===== src/rtl/keypad_scan_ctrl.sv =====
// keypad_scan_ctrl: 4x4 active-low keypad scanner. It debounces each key over
// consecutive scans and queues confirmed presses in a 4-deep code FIFO.
module keypad_key_cell #(
  parameter int DEBOUNCE = 8
) (
  input  logic clk,
  input  logic rst,
  input  logic en,
  input  logic s,
  output logic push
);
  logic       p;
  logic [3:0] c;
  logic       hit;

  assign hit  = ({1'b0, c} + 5'd1) == 5'(DEBOUNCE);
  // Only the press edge of a confirmed change becomes an event.
  assign push = en && (s != p) && hit && s;

  always_ff @(posedge clk or posedge rst) begin
    if (rst) begin
      p <= 1'b0;
      c <= '0;
    end else if (en) begin
      if (s == p) begin
        c <= '0;
      end else if (hit) begin
        p <= s;
        c <= '0;
      end else begin
        c <= c + 4'd1;
      end
    end
  end
endmodule

module keypad_scan_ctrl #(
  parameter int DWELL    = 16,
  parameter int DEBOUNCE = 8
) (
  input  logic       clk,
  input  logic       rst,
  output logic [3:0] row_n,
  input  logic [3:0] col_n,
  output logic       key_valid,
  output logic [3:0] key_code,
  input  logic       key_ready,
  output logic       overflow
);
  localparam logic [7:0] T_LAST = 8'(DWELL - 1);
  localparam logic [7:0] T_SAMP = 8'(DWELL - 5);
  localparam logic [7:0] T_EVAL = 8'(DWELL - 4);

  logic [1:0]  r;
  logic [7:0]  t;
  logic [3:0]  meta, sync_col, samp;
  logic        eval_en;
  logic [1:0]  k;
  logic [3:0]  idx;
  logic [15:0] push_vec;
  logic        push_req;

  always_ff @(posedge clk or posedge rst) begin
    if (rst) begin
      r <= '0;
      t <= '0;
    end else if (t == T_LAST) begin
      t <= '0;
      r <= r + 2'd1;
    end else begin
      t <= t + 8'd1;
    end
  end

  assign row_n = ~(4'b0001 << r);

  always_ff @(posedge clk or posedge rst) begin
    if (rst) begin
      meta     <= 4'hF;
      sync_col <= 4'hF;
      samp     <= '0;
    end else begin
      meta     <= col_n;
      sync_col <= meta;
      if (t == T_SAMP) samp <= ~sync_col;
    end
  end

  // The last four dwell cycles of each row evaluate its keys, one column per cycle.
  assign eval_en = (t >= T_EVAL);
  assign k       = 2'(t - T_EVAL);
  assign idx     = {r, k};

  generate
    for (genvar i = 0; i < 16; i++) begin : g_key
      keypad_key_cell #(.DEBOUNCE(DEBOUNCE)) u_cell (
        .clk  (clk),
        .rst  (rst),
        .en   (eval_en && (idx == 4'(i))),
        .s    (samp[i % 4]),
        .push (push_vec[i])
      );
    end
  endgenerate

  assign push_req = |push_vec;

  logic [3:0] mem [4];
  logic [1:0] rd_ptr, wr_ptr;
  logic [2:0] count;
  logic       pop, push_ok;

  assign pop     = key_valid && key_ready;
  assign push_ok = push_req && ((count != 3'd4) || pop);

  always_ff @(posedge clk or posedge rst) begin
    if (rst) begin
      rd_ptr   <= '0;
      wr_ptr   <= '0;
      count    <= '0;
      overflow <= 1'b0;
      for (int i = 0; i < 4; i++) mem[i] <= '0;
    end else begin
      if (push_ok) begin
        mem[wr_ptr] <= idx;
        wr_ptr      <= wr_ptr + 2'd1;
      end
      if (pop) rd_ptr <= rd_ptr + 2'd1;
      if (push_req && !push_ok) overflow <= 1'b1;
      count <= count + {2'b00, push_ok} - {2'b00, pop};
    end
  end

  assign key_valid = (count != 3'd0);
  // When empty, the slot behind the read pointer is the last code shown.
  assign key_code  = key_valid ? mem[rd_ptr] : mem[rd_ptr - 2'd1];
endmodule


===== config.mk =====
export PLATFORM = sky130hd
export DESIGN_NAME = keypad_scan_ctrl
export DESIGN_NICKNAME = d
export VERILOG_FILES = /design/src/rtl/keypad_scan_ctrl.sv
export SDC_FILE = /design/constraint.sdc
export NUM_CORES = 1
export LEC_CHECK = 0
export ABC_AREA = 1
export BUFFER_PORTS_ARGS = -buffer_cell sky130_fd_sc_hd__buf_2
export CELL_PAD_IN_SITES_DETAIL_PLACEMENT = 0
export CELL_PAD_IN_SITES_GLOBAL_PLACEMENT = 1
export CORE_ASPECT_RATIO = 0.75
export CORE_MARGIN = 2
export CORE_UTILIZATION = 40
export DETAILED_ROUTE_END_ITERATION = 16
export PLACE_DENSITY = 0.8
export SYNTH_ARGS = -nofsm -noshare
export SYNTH_HDL_FRONTEND = slang
export SYNTH_SLANG_ARGS = --single-unit

===== constraint.sdc =====
create_clock -name clk -period 3.4 [get_ports clk]
set_input_delay 0.17 -clock clk [delete_from_list [all_inputs] [get_ports clk]]
set_output_delay 0.17 -clock clk [all_outputs]
set_load 0.005 [all_outputs]

# == Word-level counts from Yosys, hierarchy flattened ==
# Cells that the tools add are included.
# classes
add_sub_neg,40
order_cmp,5
eq_ne,66
shift,1
muxes,43
bitwise_logic,21
n_reduce_logical,89
# op_table
operator,count
$mux W4,38
$add A4 B1 Y5 const B,16
$eq A5 B4 Y1 const B,16
$logic_and A1 B1 Y1,68
$add A4 B1 Y4 const B,16
$reduce_and A3 Y1,16
$eq A4 B4 Y1 const B,8
$bmux W4 S2,2
$bwmux W16,1
$eq A1 B1 Y1,16
$eq A4 B3 Y1 const B,4
$eq A8 B4 Y1 const B,2
$ne A1 B1 Y1,16
$not A1 Y1,16
$reduce_or A16 Y1,1
$ge A3 B3 Y1 const B,3
$not A2 Y3,3
$add A8 B1 Y8 const B,1
$demux W4 S2,1
$eq A4 B2 Y1 const B,2
$ge A8 B4 Y1 const B,1
$mux W8,1
$not A4 Y4,2
$add A2 B1 Y2 const B,3
11 further kinds,12
# word_totals
regBits,126
in_bits,7
out_inout_bits,10

# == Depth between registers and ports, before layout ==
# Gate-level depths: netlist of the first run.
# depth
word_depth,10
ltp_mapped,20
ltp_nobuf,19

# == By module ==
# From an unflattened synthesis of the first run, not the netlist that was laid out.
# hier_totals
hier_cells,921
area_unflattened_um2,7036.7
# by_module_without_submodules
mod,n_inst,cells_each,area_each_um2,seq_area_each_um2
keypad_key_cell,16,38,281.5,125.1
keypad_scan_ctrl,1,313,2532.4,1161.1

# == Least setup slack after synthesis of the first run ==
# OpenSTA, ideal clock, no wires.
# synth_path
kind,reg2reg
from,register r[0]
to,register count[2]
setup_time_ns,0.123
t_arrival_ns,2.626
path_slack_ns,0.651
path_stages_with_launch,21
n_path_buf,1
path_cell_list,dfrtp_1 inv_1 ha_1 nand2_1 inv_1 nand2_1 inv_1 nand3_1 nand2_1 inv_1 nand2_1 nor2_4 nand2_4 buf_6 nand2_4 ha_1 inv_1 ha_1 inv_1 fa_1 xnor2_1
# synth_between
elab_chain_len,9
elab_cells_between_ends,84
classes_between,2 x add/sub; 15 x eq/ne; 67 x reduce/logical
# synth_rtl
item,line,source
from (decl),54,logic [1:0] r;
from (signal assigned),69,r <= r + 2'd1;
$eq A4 B1 Y1 (tied with other cells),99,".en (eval_en && (idx == 4'(i))),"
$logic_and A1 B1 Y1,99,
$logic_and A1 B1 Y1 (3 in series),18,assign push = en && (s != p) && hit && s;
$reduce_or A16 Y1 *,106,assign push_req = |push_vec;
$logic_and A1 B1 Y1 *,114,assign push_ok = push_req && ((count != 3'd4) || pop);
$add A3 B1 Y3 *,130,"count <= count + {2'b00, push_ok} - {2'b00, pop};"
$sub A3 B1 Y3 *,130,
to (signal assigned),130,
to (decl),110,logic [2:0] count;
# Every way passes the cells marked *; elsewhere a longest branch is shown, timed or not.
# A chain may end at the register's enable or synchronous reset.

# == Worst setup path in the final report of the first run ==
# Ends and elaborated chain as after synthesis.

==> results of run 1 <==
## routing by layer
layer	wire, µm	global-route usage, %	up-vias	part of all wire, %
met5	0	0	-	0
met4	141	4.35	0	0.93
met3	418	4.09	12	2.7
met2	6020	23.0	69	40
met1	8630	26.1	2669	57
li1	-	-	3110	-
## worst min-delay path by stage
stage | startpoint | to | slack, ns | cells after the start
after floorplan | col_n[0] | meta[0] | 0.17 | 0
after global placement | col_n[3] | meta[3] | 0.28 | 1
after detailed placement | col_n[2] | meta[2] | 0.28 | 1
after CTS | key_ready | rd_ptr[1] | 0.23 | 4
after global routing | key_ready | rd_ptr[0] | 0.28 | 4
final | key_ready | rd_ptr[0] | 0.25 | 4
## sequential cells by signal, indices dropped and copies added (netlist names), 3 cells and up
| name | count |
|---|---|
| g_key.u_cell.c | 64 |
| meta | 4 |
| count | 3 |
| samp | 4 |
| g_key.u_cell.p | 16 |
| sync_col | 4 |
| mem | 16 |
| t | 8 |
## metrics by stage
stage / setup WS (ns) / std cells / instance area [µm²] / utilization [%]
after floorplan: 0.651 / 937 / 7440 / -
final: 0.392 / 1231 / 8420 / 45.9
after global routing: 0.114 / 1231 / 8420 / 45.9
after global placement: 0.423 / 1196 / 7830 / 42.7
after CTS: 0.367 / 1231 / 8420 / 45.9
after detailed placement: 0.385 / 1196 / 7830 / 42.7
## cells in the mapped netlist (6+ instances only)
library cell	instances	area [µm²]
ha_1	46	576
nand3_2	7	70.1
nand4_1	34	213
o31ai_1	14	105
a21boi_0	6	45.0
nand3_1	68	340
nand2_1	256	961
inv_1	151	567
o21ai_0	48	240
o22ai_1	17	106
nor2_1	61	229
a21oi_1	22	110
xnor2_1	20	175
nand2_4	10	113
dfrtp_1	118	2950
dfstp_2	8	210
## kinds of logic after synthesis
logic type,after synthesis,synth area share [%]
xor gates and xnor gates,24,2.82
and+or+nand+nor,450,27.8
DFF,126,42.5
buffers and inverters,169,9.10
adders and majority gates,47,8.00
AOI/OAI and AO/OA,121,9.72
## layout by cell type (no fill, tap or decap), types with 3 or more instances in the layout
| master | synthesis | final |
|---|---|---|
| nand3_1 | 68 | 68 |
| nand2_1 | 256 | 256 |
| inv_1 | 151 | 150 |
| dfrtp_1 | 118 | 118 |
| a32oi_1 | 3 | 3 |
| o21ai_0 | 48 | 48 |
| inv_2 | 5 | 5 |
| clkbuf_16 | 0 | 17 |
| o22ai_1 | 17 | 17 |
| nand4_1 | 34 | 34 |
| clkbuf_8 | 0 | 3 |
| clkinv_2 | 0 | 6 |
| ha_1 | 46 | 46 |
| a21boi_0 | 6 | 6 |
| dfstp_2 | 8 | 8 |
| buf_4 | 0 | 5 |
| xor2_1 | 4 | 4 |
| nand2_4 | 10 | 10 |
| a21oi_1 | 22 | 22 |
| xnor2_1 | 20 | 20 |
| nand3_2 | 7 | 7 |
| dlygate4sd3_1 | 0 | 5 |
| nor2_1 | 61 | 61 |
| buf_2 | 5 | 16 |
| o31ai_1 | 14 | 14 |
| nor2_4 | 4 | 4 |
## area by class of cell
class | count | area [µm²] | area share (%)
repair buffers | 28 | 208 | 2.47
multi-input cells | 642 | 3600 | 42.7
clock inverters | 8 | 67.6 | 0.802
well taps | 247 | 309 | 3.67
clock buffers | 22 | 474 | 5.63
inverters | 158 | 602 | 7.14
flip-flops and latches | 126 | 3160 | 37.5
## critical path: cells and delay by family (launching register included)
family / cells / cell delay, ns
buffers and inverters: 6 / 0.51
and+or+nand+nor: 8 / 0.73
xor gates and xnor gates: 1 / 0.13
DFF: 1 / 0.48
adders and majority gates: 4 / 1.03
## what timing repair did
action	4_1_cts	5_1_grt
setup buffers	0	0
hold buffers	5	0
setup endpoints to repair	0	0
endpoints found under the hold margin	30	0
gates resized for setup	0	0
## power groups by stage
stage,clock network (mW),registers (mW),logic (mW)
2_1_floorplan,0,1.61,0.313
3_3_place_gp,0,1.66,0.396
3_5_place_dp,0,1.66,0.395
4_1_cts,1.72,1.63,0.400
5_1_grt,1.79,1.65,0.457
6_report,1.68,1.63,0.397
==> flow_summary.toml, run 1 <==
[die]
chipWidth_um = 161
die_y_um = 122
fp.dieArea_um2 = 19700
row_count = 43
core_um2 = 18300
initial_core_util_pct = 40.6
boundaryPins = 17

[grt]
antenna_found_initial = 0
grt_usage_pct = 16.8
grt_max_degree = 47
grt_pass1_vias = 5240
grt-ovfl-total = 0
grt_pass1_wl_mm = 26.1

[timing]
finalSetupViolations = 0
min_period_over_period_pct = 88.5
relSlewSlack_pct = 51.2
tns_ns = 0
tightest_slew_ns = 0.730
max_freq_mhz = 332
grt_setup_unrepaired = "no"
post-route-min-period_ns = 3.01
finClkSkew_ns = 0.00764
final_max_slew_viol_count = 0
hold_ws_ns = 0.250
finalHoldViolCount = 0

[cts]
clock_sinks = 126
clock_latency_ns = 0.41
root_buffer = "clkbuf_16"
cts_made_buffers = 17
cts_tree = "yes"
htree_levels = 4
clk_path_buf_depth = 2
path_clk_slew_ns = 0.05

[power]
internal_power_mw = 2.76
p_switching_mw = 0.948
swShare_pct = 25.6
pwr-share-seq_pct = 44.0
cellPowerDensity_nw_per_um2 = 440
total_power_mw = 3.71
p_leak_nw = 4.38
pwr-share-clk_pct = 45.2
ir_drop_v = 0.000318
combPwrFrac_pct = 10.7

[worst_setup_path]
crit_required_ns = 3.70
crit_type = "register to register"
end_kind = "register"
worstRegToRegCells = 19
cp_max_fo = 8
worstSetupStartpointType = "register"
slowest_delay_ns = 0.48
crit_path_end = "count[2]"
crit_top_cell = "inv_1"
arrival_ns = 3.31
critical-path-slowest-cell = "dfrtp_1"
r2r_slack_ns = 0.39
rr_startpoint = "r[0]"
startpoint = "r[0]"
timing.rr.end = "count[2]"
crit_chain = "inv_1 > ha_1 > nand2_1 > inv_1 > nand2_1 > inv_1 > nand3_1 > nand2_1 > inv_1 > nand2_1 > nor2_4 > nand2_4 > nand2_4 > ha_1 > inv_1 > ha_1 > inv_1 > fa_1 > xnor2_1"

[synthesis]
avgSynthCellArea_um2 = 7.94
syn_area_um2 = 7440
synth_edf_count = 0
ys_seq_elements = 126
synth_top_flop_cell = "dfrtp_1"
synth_cells = 937
syn-num-nets = 991
ys_types = 41
yosysSeqAreaShare_pct = 42.5
async_flop_share_pct = 100
ys_warn_count = 0

[layout]
drive_gt1_share_pct = 9.55
area_growth_pct = 13.2
nFillCells = 1780
fin_nets = 1027
diodes = 0

[routing]
ant_nets = 0
avgViaCountPerCell = 4.76
wl_per_cell_um = 12.4
wl_mm = 15.2
dr_total_vias = 5860
drt_iter0_drc = 355
firstDrtPassIters = 5
drc_errors = 0

[place]
routabilityCongestion = 0.823
portBuffers = 16
dp_hpwl_mm = 11.2

[run_status]
status = "complete, no violations"

[worst_hold_path]
min-delay-path-class = "input pin to register"

[job]
maxCapViolCount = 0
(Power assumes the default switching activity.)
==> inputs of run 2 (changes only) <==
- SETUP_SLACK_MARGIN: not set -> 0.5
==> run 2 against run 1 <==
Against the previous run:
- clock skew is essentially flat
- hold slack gained 0.0087 ns
- largest cell class unchanged
- largest power group unchanged
- global-route usage is essentially flat
- utilization grew 2.3 points
- die area is the same
- setup slack gained 0.26 ns
- critical path type unchanged
- non-clock buffer count grew 21
- first-iteration DRC count grew 0.56%
- via count grew 2.3%
- cell count grew 1.8%
==> flow_summary.toml, run 2 (same netlist as run 1, synthesis figures left out) <==
[run_status]
status = "complete, no violations"

[power]
ir_drop_v = 0.000320
p_leak_nw = 4.43
cellPowerDensity_nw_per_um2 = 421

[timing]
post-route-min-period_ns = 2.75
finalSetupViolations = 0
tightest_slew_ns = 0.747
finClkSkew_ns = 0.00811
grt_setup_unrepaired = "no"
relSlewSlack_pct = 49.8
final_max_slew_viol_count = 0
finalHoldViolCount = 0
tns_ns = 0
hold_ws_ns = 0.258
max_freq_mhz = 364
min_period_over_period_pct = 80.8

[layout]
diodes = 0
area_growth_pct = 18.8
nFillCells = 1741
top_register = "g_key.u_cell.c"
regArea_um2 = 3180
final_common_cell = "nand2_1"
drive_gt1_share_pct = 17.3
fin_nets = 1049
multi_input_comb_area_um2 = 3830
reg_top3 = "g_key.u_cell.c (64), g_key.u_cell.p (16), mem (16)"
layout_common_cells = "nand2_1, inv_1, dfrtp_1, nand3_1, nor2_1"
largest_reg_flops = 64

[cts]
cts_tree = "yes"
htree_levels = 4
clk_path_buf_depth = 2
root_buffer = "clkbuf_16"
clock_latency_ns = 0.42
cts_made_buffers = 17
path_clk_slew_ns = 0.06
clock_sinks = 126

[worst_setup_path]
startpoint = "t[5]"
crit_required_ns = 3.70
crit_type = "register to register"
end_kind = "register"
cp_max_fo = 5
worstSetupStartpointType = "register"
arrival_ns = 3.05
rr_startpoint = "t[5]"

[die]
initial_core_util_pct = 40.6
core_um2 = 18300
row_count = 43
fp.dieArea_um2 = 19700
boundaryPins = 17
chipWidth_um = 161
die_y_um = 122

[grt]
grt_pass1_wl_mm = 26.2
grt_pass1_vias = 5252
grt-ovfl-total = 0
antenna_found_initial = 0
grt_usage_pct = 16.8
grt_max_degree = 47

[routing]
wl_mm = 15.8
dr_total_vias = 5996
avgViaCountPerCell = 4.79
drt_iter0_drc = 357
wl_per_cell_um = 12.6
ant_nets = 0
drc_errors = 0
firstDrtPassIters = 4

[worst_hold_path]
worstHoldStart = "key_ready"
min-delay-path-class = "input pin to register"

[place]
dp_hpwl_mm = 11.2
portBuffers = 16
routabilityCongestion = 0.823

[job]
maxCapViolCount = 0
## run 2: changes by cell type in the layout (fill, tap and decap cells not counted), sizes merged
cell and delta:
buf +21, nand3 +1
## run 2: per-layer routing
metal	share of wire (%)	vias up	track usage (%)
met5	0	-	0
met4	0.87	0	4.35
met3	3.1	10	4.09
met2	41	68	23.1
met1	55	2757	26.1
li1	-	3161	-
## run 2: final timing paths
| check | cells past startpoint | endpoint | slack, ns |
|---|---|---|---|
| setup / recovery | 18 | count[2] | 0.65 |
| setup reg to reg | 18 | count[2] | 0.65 |
| hold / removal | 4 | rd_ptr[0] | 0.26 |
| max in group asynchronous | 4 | g_key[12].u_cell.c[0] | 2.22 |
| min in group asynchronous | 3 | mem[5] | 0.43 |
| hold reg to reg | 0 | sync_col[3] | 0.35 |
## run 2: critical path: stages (launching register included)
cell	delay [ns]
dfrtp_1	0.42
nor2_4	0.21
nand3_4	0.16
buf_12	0.19
nand2_8	0.07
nor2_1	0.04
nand3_2	0.10
nand2_2	0.07
inv_2	0.08
nand2_2	0.07
nor2_4	0.12
nand2_4	0.06
nand2_4	0.07
ha_4	0.19
inv_1	0.05
ha_2	0.15
inv_1	0.05
fa_1	0.37
xnor2_1	0.13
## run 2: power by group
part | internal (mW) | switching, mW | total, mW
combinational | 0.166 | 0.238 | 0.404
sequential | 1.55 | 0.0813 | 1.63
clock | 1.05 | 0.639 | 1.68
## run 2: final cells by class
cell class / count / share of cell area [%]
inverters: 158 / 6.83
repair buffers: 49 / 4.32
multi-input cells: 643 / 43.3
flip-flops and latches: 126 / 35.9
clock inverters: 8 / 0.764
well taps: 247 / 3.49
clock buffers: 22 / 5.36
## run 2: timing repair
action,CTS,global route
gates cloned,0,1
hold endpoints to repair,30,0
endpoints found under the setup margin,2,2
buffers inserted,2,19
hold buffers,5,0
gates resized for setup,10,65
pin swaps,1,13
## run 2: through the flow
| stage | utilization, % | cell area, µm² | worst slack, ns | power, mW | cells |
|---|---|---|---|---|---|
| floorplan | - | 7440 | 0.651 | 1.93 | 937 |
| global placement | 42.7 | 7830 | 0.423 | 2.06 | 1196 |
| detailed placement | 42.7 | 7830 | 0.385 | 2.05 | 1196 |
| CTS | 46.2 | 8470 | 0.504 | 3.76 | 1233 |
| global route | 48.2 | 8840 | 0.522 | 3.90 | 1253 |
| finish | 48.2 | 8840 | 0.652 | 3.72 | 1253 |
==> inputs of run 3 (changes only) <==
- ABC_AREA: 1 -> 0
- PLACE_DENSITY: 0.8 -> 0.77
- clock period: 3.4 -> 2.4 ns (I/O delays scaled with it)
==> run 3 against run 2 <==
Against the previous run:
- the flow now finishes with violations (negative setup slack)
- clock-buffer cell count increased by 4
- final area increased by 28%
- utilization increased by 14 points
- register-to-register slack got worse by 1.4 ns
- cell count increased by 1.0%
- clock power increased by 49%
- critical path type unchanged
- largest power group unchanged
==> flow_summary.toml, run 3 <==
[die]
row_count = 43
die_y_um = 122
chipWidth_um = 161
initial_core_util_pct = 40.4
boundaryPins = 17
fp.dieArea_um2 = 19600
core_um2 = 18300

[grt]
grt_pass1_vias = 6277
antenna_found_initial = 0
grt_usage_pct = 19.5
grt-ovfl-total = 0
grt_max_degree = 36
grt_pass1_wl_mm = 30.5

[worst_setup_path]
crit_type = "register to register"
slowest_delay_ns = 0.58
worstSetupStartpointType = "register"
arrival_ns = 3.43
crit_top_cell = "inv_2"
end_kind = "register"
critical-path-slowest-cell = "or4_4"
crit_required_ns = 2.70
crit_chain = "or4_4 > o211ai_1 > nor4_2 > a31oi_1 > o2111a_4 > a21oi_4 > inv_2 > ha_4 > inv_2 > ha_4 > inv_2 > fa_2 > xnor2_2 > xnor2_1"
cp_max_fo = 3

[layout]
drive_gt1_share_pct = 48.3
largest_reg_flops = 64
final_common_cell = "buf_4"
area_growth_pct = 52.8
top_register = "g_key.u_cell.c"
reg_top3 = "g_key.u_cell.c (64), g_key.u_cell.p (16), mem (16)"
fin_nets = 1060
diodes = 0
layout_common_cells = "buf_4, dfrtp_1, nand2_1, ha_1, buf_6"

[timing]
finalSetupViolations = 51
tightest_slew_ns = 0.833
min_period_over_period_pct = 130
relSlewSlack_pct = 44.4
finClkSkew_ns = 0.00688
post-route-min-period_ns = 3.13
finalHoldViolCount = 0
tns_ns = -16.66
final_max_slew_viol_count = 0
grt_setup_unrepaired = "yes"
max_freq_mhz = 320
hold_ws_ns = 0.179
finalWorstSetupSlack_ns = -0.726

[run_status]
violations = "negative setup slack"
status = "finished, violations left"

[synthesis]
synth_top_flop_cell = "dfrtp_1"
yosysSeqAreaShare_pct = 42.7
ys_types = 69
async_flop_share_pct = 100
synth_cells = 735
yosys.cell_count.top_type = "dfrtp_1"
synth_area_leaders = "dfrtp_1, ha_1, nand2_1"
netlist_top_cells_count = "dfrtp_1, nand2_1, o21ai_0"
synth_edf_count = 0
ys_seq_elements = 126
avgSynthCellArea_um2 = 10.1
ys_warn_count = 0
syn-num-nets = 789
syn_area_um2 = 7410
yosys.area.top_type = "dfrtp_1"
netlist.area_leader.share_pct = 39.9

[place]
portBuffers = 16
dp_hpwl_mm = 12.4
routabilityCongestion = 0.863

[cts]
htree_levels = 4
cts_tree = "yes"
path_clk_slew_ns = 0.05
clock_latency_ns = 0.43
clk_path_buf_depth = 2
cts_made_buffers = 17
root_buffer = "clkbuf_16"
clock_sinks = 126

[routing]
wl_per_cell_um = 15.7
wl_mm = 19.8
dr_total_vias = 6598
drt_iter0_drc = 309
ant_nets = 0
drc_errors = 0
avgViaCountPerCell = 5.21
firstDrtPassIters = 4

[power]
internal_power_mw = 4.01
p_switching_mw = 1.30
p_leak_nw = 5.13
pwr-share-clk_pct = 47.1
swShare_pct = 24.5
combPwrFrac_pct = 8.9
pwr-share-seq_pct = 44.0
ir_drop_v = 0.000520
cellPowerDensity_nw_per_um2 = 468

[job]
maxCapViolCount = 0

[worst_hold_path]
min-delay-path-class = "input pin to register"
-- run 3: through the flow --
step	area (µm²)	util (%)	power [mW]	cells	setup slack, ns
3_5_place_dp	9150	49.9	2.77	1170	-0.769
6_report	11300	61.7	5.30	1266	-0.726
4_1_cts	10300	56.1	5.28	1227	-0.685
2_1_floorplan	7410	-	2.61	735	-0.724
5_1_grt	11300	61.7	5.52	1266	-0.849
3_3_place_gp	9150	49.9	2.75	1170	-0.723
-- run 3: path summary, 6_finish.rpt --
path | depth (start not counted) | end | slack [ns] | start
max | 14 | count[2] | -0.73 | t[7]
min | 3 | rd_ptr[0] | 0.18 | key_ready
min in group asynchronous | 3 | g_key[10].u_cell.c[2] | 0.41 | rst
min reg2reg | 0 | sync_col[0] | 0.35 | meta[0]
max reg2reg | 14 | count[2] | -0.73 | t[7]
max in group asynchronous | 4 | meta[2] | 1.24 | rst
-- run 3: power by group through the flow --
| stage | Combinational, mW | Clock [mW] | Sequential [mW] |
|---|---|---|---|
| floorplan | 0.333 | 0 | 2.28 |
| global route | 0.534 | 2.63 | 2.35 |
| CTS | 0.417 | 2.53 | 2.33 |
| finish | 0.473 | 2.50 | 2.33 |
| global placement | 0.398 | 0 | 2.36 |
| detailed placement | 0.404 | 0 | 2.36 |
-- run 3: cell families after synthesis --
| group | count (synthesis) | synth area share, % |
|---|---|---|
| flip-flops | 126 | 42.7 |
| adder cells (fa/ha/maj) | 47 | 8.04 |
| XOR/XNOR | 34 | 4.02 |
| multiplexers | 42 | 8.44 |
| AO/OA/AOI/OAI | 164 | 15.2 |
| buffers and inverters | 48 | 2.79 |
| AND/OR/NAND/NOR | 274 | 18.8 |
-- run 3: what timing repair did --
action                                  CTS  global route
gates resized for setup                  79           203
endpoints found under the setup margin  100           108
setup buffers                            19            39
gates cloned                              1             0
pin swaps                                22            62
hold buffers                              5             0
endpoints found under the hold margin    32             0
-- run 3: final cells by class --
class | count | area [µm²]
multi-input combinational | 561 | 4920
clock buffer | 26 | 509
fill | 1379 | 7020
tap | 247 | 309
inverter | 32 | 124
timing repair buffer | 268 | 2240
clock inverter | 6 | 57.6
sequential | 126 | 3160
-- run 3: layer usage --
metal / track usage [%] / part of all wire [%]
met5: 0 / 0
met4: 5.30 / 1.3
met3: 4.36 / 2.7
met2: 30.8 / 49
met1: 27.2 / 47
-- run 3: worst max-delay path, delay by kind of cell, from the launching register on --
kind                     cells  cell delay [ns]
XOR/XNOR                     2             0.27
buffers and inverters        3             0.16
AO/OA/AOI/OAI                4             0.86
AND/OR/NAND/NOR              2             0.64
flip-flops                   1             0.39
adder cells (fa/ha/maj)      3             0.68
